===== src/rtl/led_frame_sequencer.sv =====
// Sequences the 120-bit LED shift register and drives the one-wire LED data line.
// Define LED_AUTO_REFRESH_EN to restart frames automatically after each latch interval.
module led_frame_sequencer #(
  parameter int BIT_CYC   = 125,
  parameter int T0H_CYC   = 40,
  parameter int T1H_CYC   = 80,
  parameter int RESET_CYC = 5000
) (
  input  logic       clk,
  input  logic       reset,
  input  logic       Start,
  input  logic [2:0] NumLEDs,
  input  logic       CurrentBit,
  output logic       LoadRegister,
  output logic       RotateRegisterLeft,
  output logic       DataOut,
  output logic       Busy,
  output logic       FrameDone,
  output logic [1:0] dbg_state_o
);

  localparam int PW = $clog2(BIT_CYC);
  localparam logic [PW-1:0] PHASE_LAST = PW'(BIT_CYC - 1);
  localparam logic [PW-1:0] T0H       = PW'(T0H_CYC);
  localparam logic [PW-1:0] T1H       = PW'(T1H_CYC);
  localparam logic [15:0]   LATCH_LAST = 16'(RESET_CYC - 1);

  typedef enum logic [1:0] {
    IDLE  = 2'd0,
    LOAD  = 2'd1,
    SEND  = 2'd2,
    LATCH = 2'd3
  } state_t;

  state_t        state_q, state_d;
  logic [2:0]    count_q, count_d;
  logic [6:0]    bit_idx_q, bit_idx_d;
  logic [PW-1:0] phase_q, phase_d;
  logic [15:0]   latch_q, latch_d;
  logic          bit_val_q, bit_val_d;
  logic          dout_q, dout_d;

  logic          cur_bit;
  logic [PW-1:0] high_cyc;
  logic [2:0]    count_norm;
  logic [6:0]    last_idx;
  logic          bit_end, frame_end, latch_end;

  // Out-of-range module counts fall back to a single module.
  assign count_norm = (NumLEDs >= 3'd1 && NumLEDs <= 3'd5) ? NumLEDs : 3'd1;
  assign last_idx   = 7'(count_q) * 7'd24 - 7'd1;

  // CurrentBit is only trusted at phase 0; the held copy covers the rest of the bit.
  assign cur_bit   = (phase_q == '0) ? CurrentBit : bit_val_q;
  assign high_cyc  = cur_bit ? T1H : T0H;
  assign bit_end   = (state_q == SEND) && (phase_q == PHASE_LAST);
  assign frame_end = bit_end && (bit_idx_q == last_idx);
  assign latch_end = (state_q == LATCH) && (latch_q == LATCH_LAST);

  always_ff @(posedge clk or negedge reset) begin
    if (!reset) begin
      state_q   <= IDLE;
      count_q   <= 3'd1;
      bit_idx_q <= '0;
      phase_q   <= '0;
      latch_q   <= '0;
      bit_val_q <= 1'b0;
      dout_q    <= 1'b0;
    end else begin
      state_q   <= state_d;
      count_q   <= count_d;
      bit_idx_q <= bit_idx_d;
      phase_q   <= phase_d;
      latch_q   <= latch_d;
      bit_val_q <= bit_val_d;
      dout_q    <= dout_d;
    end
  end

  always_comb begin
    state_d   = state_q;
    count_d   = count_q;
    bit_idx_d = bit_idx_q;
    phase_d   = phase_q;
    latch_d   = latch_q;
    bit_val_d = bit_val_q;
    dout_d    = 1'b0;
    unique case (state_q)
      IDLE: begin
        if (Start) state_d = LOAD;
      end
      LOAD: begin
        bit_idx_d = '0;
        phase_d   = '0;
        latch_d   = '0;
        state_d   = SEND;
      end
      SEND: begin
        bit_val_d = cur_bit;
        dout_d    = (phase_q < high_cyc);
        if (bit_end) begin
          phase_d   = '0;
          bit_idx_d = bit_idx_q + 7'd1;
          if (frame_end) state_d = LATCH;
        end else begin
          phase_d = phase_q + PW'(1);
        end
      end
      LATCH: begin
        if (latch_end) begin
          latch_d = '0;
`ifdef LED_AUTO_REFRESH_EN
          state_d = LOAD;
`else
          state_d = IDLE;
`endif
        end else begin
          latch_d = latch_q + 16'd1;
        end
      end
      default: state_d = IDLE;
    endcase
    // The module count is sampled only on entry to LOAD and held for the frame.
    if (state_d == LOAD && state_q != LOAD) count_d = count_norm;
  end

  always_comb begin
    LoadRegister       = (state_q == LOAD);
    RotateRegisterLeft = bit_end;
    Busy               = (state_q != IDLE);
    FrameDone          = latch_end;
    DataOut            = dout_q;
    dbg_state_o        = state_q;
  end

endmodule


===== config.mk =====
export PLATFORM = sky130hd
export DESIGN_NAME = led_frame_sequencer
export DESIGN_NICKNAME = d
export VERILOG_FILES = /design/src/rtl/led_frame_sequencer.sv
export SDC_FILE = /design/constraint.sdc
export NUM_CORES = 1
export LEC_CHECK = 0
export CAP_MARGIN = 20
export CORE_UTILIZATION = 60
export CTS_BUF_LIST = sky130_fd_sc_hd__clkbuf_4
export DETAILED_ROUTE_END_ITERATION = 6
export HOLD_SLACK_MARGIN = 0.12
export PLACE_DENSITY = 0.8
export RECOVER_POWER = 100
export SLEW_MARGIN = 20
export SYNTH_ARGS = -nofsm -noshare
export SYNTH_HDL_FRONTEND = slang
export SYNTH_SLANG_ARGS = --single-unit

===== constraint.sdc =====
create_clock -name clk -period 7.9 [get_ports clk]
set_clock_uncertainty 0.05 [all_clocks]
set_input_delay 1.58 -clock clk [delete_from_list [all_inputs] [get_ports clk]]
set_output_delay 1.58 -clock clk [all_outputs]
set_load 0.05 [all_outputs]

==> results.toml, run 1 <==
[status]
status = "complete, but fails checks"
violations = "capacitance limit, slew limit"

[timing]
final.period_utilization_pct = 56.6
setup_viol = 0
layout_setup_ws_ns = 3.43
fin_tns_setup_ns = 0
max_slew.worst_pin.slew_ns = 2.24
period_needed_ns = 4.47
rsz0062_at_grt = "false"
hold_viol = 0
fmaxAchievable_mhz = 224
slew_violations = 55
relSlewSlack_pct = -51.4

[logic_synthesis]
synth-compound-area-share_pct = 16.5
synth_fa_ha_area_share_pct = 8.59
synth_nets = 270
synth_mux_area_share_pct = 1.76
synth_top_family_by_area = "simple AND/OR/NAND/NOR gates"
syn_avg_cell_area_um2 = 9.17
synth_xor_area_share_pct = 6.22
syn_area_mm2 = 0.00227
seq_area_frac_synth_pct = 40.8
synth.distinct_cells = 42
synth_cells = 248
yosys_register_bits = 37
synth_warnings = 0
yosys.area_share.simple_pct = 21.5

[clock_network]
root_buffer = "clkbuf_4"
htree_levels = 2
ctsLongestPathBuffers = 2
holdBufCountCts = 0
clock_sinks = 37
numCtsBuffers = 5
cts_resized = 0
cts_tree = "yes"
clk_latency_ns = 0.34
post_cts_buffers = 0
cts.clk_slew.worst_paths_ns = 0.10

[floorplan]
pin_count = 14
initial_core_util_pct = 65.5
core-area_mm2 = 0.00347
num_rows = 21
die_w_um = 63.6
die_y_um = 63.6
die_area_mm2 = 0.00404

[min_path]
holdCritPathClass = "reg -> reg"
hp-start = "latch_q[15]"

[setup_path]
crit_start = "latch_q[0]"
path_cells = "ha_1, nand4_1, nor4_1, and2_1, dlygate4sd3_1"
startpoint_type = "flip-flop"
critPathMaxFanout = 8
r2r-start = "latch_q[0]"
critPathRequiredTime_ns = 6.27
cp_slowest_stage_delay_ns = 0.86
cp.arrival_ns = 2.84
cp_slowest_cell = "dlygate4sd3_1"
end_kind = "output pin"
crit_type = "reg -> out"

[power_and_ir_drop]
netSwitchingFraction_pct = 22.2
ir_drop_mv = 0.0902
power.density_mw_per_mm2 = 121
switchingPower_mw = 0.0651
leakage_nw = 1.07
internal-power_mw = 0.228
p_comb_share_pct = 3.0
p_clk_share_pct = 32.5
pwr-share-seq_pct = 64.5

[finish]
fillerInstances = 275
fin_nets = 280
n_antenna_cell = 0
seq_area_um2 = 927
final_common_cell = "dfrtp_1"
drive_above_1_share_pct = 3.88
multi_input_area_mm2 = 0.00121
most-common-layout-cells = "36 x dfrtp_1, 28 x nor2_1, 22 x o21ai_0"
area_delta_synth_final_pct = 6.99

[drt]
drc = 0
drt_pass1_iterations = 4
vias_per_cell = 5.87
post_drt_wl_per_cell_um = 13.8
totalWireLength_um = 4190
detail-route-antenna-nets = 0
drt_iter0_drc = 107
vias = 1784

[global_route]
antenna_found_initial = 0
grt_pass1_vias = 1733
grtUsageTotal_pct = 24.3
grt_max_degree = 38
grt_overflow_total = 0
grt_first_pass_wirelength_um = 7650

[placed_design]
dp_slack_ns = 3.80
port_buffers = 13
gp_congestion = 0.784
hpwl_um = 3010

[flow_run]
cap_violations = 2
==> metal layers <==
metal	track usage [%]	vias up	share of wire [%]
li1	-	902	-
met1	33.8	841	50
met2	35.6	35	45
met3	6.70	6	3.6
met4	9.66	0	1.3
met5	0	-	0
==> worst max-delay path: cells and delay by family (launching register included) <==
kind	cells	cell delay [ns]
adder cells (fa/ha/maj)	1	0.33
buffers and inverters	1	0.86
AND/OR/NAND/NOR	3	0.89
flip-flops	1	0.43
==> cell usage after synthesis, drive strengths merged <==
cell / number / area (um2)
a21boi: 2 / 15.0
nor3b: 2 / 20.0
nor4: 3 / 18.8
a211oi: 1 / 12.5
nand2b: 7 / 43.8
a22o: 1 / 8.76
fa: 1 / 20.0
and4: 1 / 8.76
xor2: 7 / 61.3
nor3: 3 / 15.0
inv: 16 / 60.1
or3b: 1 / 8.76
nand3: 8 / 40.0
a21oi: 6 / 30.0
o21ai: 27 / 135
a311oi: 1 / 8.76
nand4: 10 / 62.6
mux2i: 4 / 40.0
a31oi: 6 / 37.5
buf: 4 / 20.0
xnor2: 4 / 35.0
ha: 14 / 175
and2: 1 / 6.26
xnor3: 2 / 45.0
o31ai: 8 / 60.1
and3: 5 / 31.3
or2: 1 / 6.26
or4: 2 / 15.0
o41ai: 3 / 45.1
nand2: 16 / 60.1
dfstp: 1 / 26.3
a2111oi: 1 / 8.76
clkbuf: 7 / 26.3
dfrtp: 36 / 901
nor2: 28 / 105
nor4b: 1 / 8.76
o22ai: 2 / 12.5
nor2b: 4 / 25.0
or4b: 1 / 13.8
==> path summary, 6_finish.rpt <==
check | endpoint | slack, ns | depth (start not counted)
worst max-delay path | FrameDone | 3.43 | 5
min in group asynchronous | bit_idx_q[0] | 1.70 | 1
worst max register to register | count_q[1] | 3.72 | 7
worst min-delay path | latch_q[15] | 0.46 | 1
max in group asynchronous | latch_q[4] | 4.97 | 1
worst min register to register | latch_q[15] | 0.46 | 1
==> power by group through the flow <==
| stage | logic, mW | clock network [mW] | registers [mW] |
|---|---|---|---|
| floorplan | 0.00211 | 0 | 0.193 |
| global placement | 0.00904 | 0 | 0.193 |
| detailed placement | 0.00914 | 0 | 0.193 |
| CTS | 0.00916 | 0.0990 | 0.189 |
| global route | 0.0102 | 0.107 | 0.189 |
| finish | 0.00867 | 0.0954 | 0.189 |
==> state kept, by name, indices dropped and copies added, names as in the netlist <==
name / flops
DataOut: 1
bit_idx_q: 7
bit_val_q: 1
count_q: 3
dbg_state_o: 2
latch_q: 16
phase_q: 7
==> final cells by class <==
type,instances,share of cell area (%)
clock buffers,6,1.85
inverters,16,2.47
flip-flops and latches,37,38.1
multi-input cells,184,49.8
repair buffers,14,5.25
clock inverters,1,0.154
well taps,46,2.37
==> cells by family after synthesis <==
group,after synthesis
buffers and inverters,27
adder cells (fa/ha/maj),15
AO/OA/AOI/OAI,58
AND/OR/NAND/NOR,94
XOR/XNOR,13
multiplexers,4
flip-flops,37
==> through the flow <==
stage / total power, mW / cells / area (um2) / util, % / hold slack [ns]
after floorplan: 0.195 / 248 / 2270 / - / 0.389
after global placement: 0.202 / 297 / 2420 / 69.7 / 0.444
after detailed placement: 0.202 / 297 / 2420 / 69.7 / 0.437
after CTS: 0.297 / 304 / 2470 / 71.1 / 0.452
after global routing: 0.307 / 304 / 2430 / 70.1 / 0.472
final: 0.293 / 304 / 2430 / 70.1 / 0.458
No activity file was read; power rests on OpenSTA's default activity.
==> run 2: changes to the inputs <==
Settings changed: CORE_UTILIZATION 60 to 55, PLACE_DENSITY 0.8 to 0.78.
Clock period 7.9 ns to 3.7 ns, I/O delays scaled along.
==> results.toml, run 2 (synthesized netlist as in run 1, its figures left out) <==
[status]
status = "complete, but fails checks"
violations = "capacitance limit, slew limit"

[power_and_ir_drop]
leakage_nw = 1.07
power.density_mw_per_mm2 = 264
ir_drop_mv = 0.170

[finish]
most-common-layout-cells = "36 x dfrtp_1, 28 x nor2_1, 20 x o21ai_0"
fillerInstances = 344
drive_above_1_share_pct = 4.25
fin_nets = 280
top_regs = "latch_q x16, bit_idx_q x7, phase_q x7"
final_util_pct = 61.6
top_register = "latch_q"
area_delta_synth_final_pct = 7.60
n_antenna_cell = 0
final_common_cell = "dfrtp_1"
largest_register_ffs = 16

[clock_network]
post_cts_buffers = 0
clk_latency_ns = 0.35
cts_resized = 0
numCtsBuffers = 5
cts.clk_slew.worst_paths_ns = 0.12
clock_sinks = 37
cts_tree = "yes"
root_buffer = "clkbuf_4"
htree_levels = 2
holdBufCountCts = 0
ctsLongestPathBuffers = 2

[flow_run]
cap_violations = 1

[floorplan]
core-area_mm2 = 0.00397
initial_core_util_pct = 57.2
die_w_um = 66.3
die_area_mm2 = 0.00439
die_y_um = 66.3
pin_count = 14
num_rows = 23

[timing]
slew_violations = 38
max_slew.worst_pin.slew_ns = 2.00
setup_viol = 0
hold_viol = 0
relSlewSlack_pct = -33.5
rsz0062_at_grt = "false"
fmaxAchievable_mhz = 282
period_needed_ns = 3.54
fin_tns_setup_ns = 0
final.period_utilization_pct = 95.7
fin_hold_ws_ns = 0.466

[placed_design]
hpwl_um = 3180
port_buffers = 13
gp_congestion = 0.820

[drt]
drt_pass1_iterations = 6
detail-route-antenna-nets = 0
totalWireLength_um = 4560
vias_per_cell = 5.98
drc = 0
post_drt_wl_per_cell_um = 14.8
vias = 1847
drt_iter0_drc = 127

[setup_path]
end_kind = "output pin"
critPathRequiredTime_ns = 2.91
startpoint_type = "flip-flop"
crit_type = "reg -> out"
cp.arrival_ns = 2.75
critPathMaxFanout = 10

[global_route]
grt_max_degree = 38
grt_first_pass_wirelength_um = 7680
grt_pass1_vias = 1684
grtUsageTotal_pct = 23.1
grt_overflow_total = 0
antenna_found_initial = 0

[min_path]
holdCritPathClass = "reg -> reg"
[run 2: cell types whose count changed in the layout (fill, tap and decap cells not counted), sizes merged]
cell,delta
dlygate4sd3,-3
clkbuf,+2
clkdlybuf4s50,+2
[run 2: metal layers]
| metal | vias up | GRT usage [%] | part of all wire, % | wire length [um] |
|---|---|---|---|---|
| li1 | 904 | - | - | - |
| met1 | 881 | 32.0 | 48 | 2210 |
| met2 | 58 | 34.3 | 45 | 2060 |
| met3 | 4 | 7.24 | 5.7 | 258 |
| met4 | 0 | 6.91 | 0.70 | 32 |
| met5 | - | 0 | 0 | 0 |
[run 2: final timing paths]
check	from	slack (ns)	endpoint	cells past startpoint
max	dbg_state_o[0]	0.16	RotateRegisterLeft	6
max reg2reg	latch_q[0]	0.52	latch_q[3]	7
max in group asynchronous	reset	1.54	phase_q[5]	1
min	latch_q[15]	0.47	latch_q[15]	1
min in group asynchronous	reset	0.89	bit_idx_q[6]	1
min reg2reg	latch_q[15]	0.47	latch_q[15]	1
[run 2: area by class of cell]
| class | instances | area [um2] | share of cell area [%] |
|---|---|---|---|
| Timing Repair Buffer | 14 | 121 | 4.96 |
| Tap cell | 50 | 62.6 | 2.56 |
| Sequential cell | 37 | 927 | 37.9 |
| Multi-Input combinational cell | 184 | 1220 | 49.8 |
| Clock buffer | 7 | 52.6 | 2.15 |
| Inverter | 16 | 60.1 | 2.46 |
| Clock inverter | 1 | 3.75 | 0.153 |
[run 2: per-stage QoR]
stage,total power [mW],worst slack (ns),std cells,area (um2)
floorplan,0.417,0.896,248,2270
finish,0.645,0.159,309,2450
detailed placement,0.432,0.521,301,2420
CTS,0.652,0.136,309,2480
global route,0.675,0.0312,309,2450
global placement,0.432,0.585,301,2420
[run 2: where the power goes]
| group | internal, mW | total (mW) | switching [mW] |
|---|---|---|---|
| clock network | 0.0879 | 0.221 | 0.134 |
| registers | 0.404 | 0.404 | 0 |
| logic | 0.00713 | 0.0192 | 0.0120 |
[run 2: critical path: stages (launching register included)]
cell and delay, ns:
dfrtp_1 0.45, inv_1 0.13, ha_1 0.33, nand3_1 0.14, or2_2 0.33, inv_1 0.18
clkdlybuf4s50_1 0.84
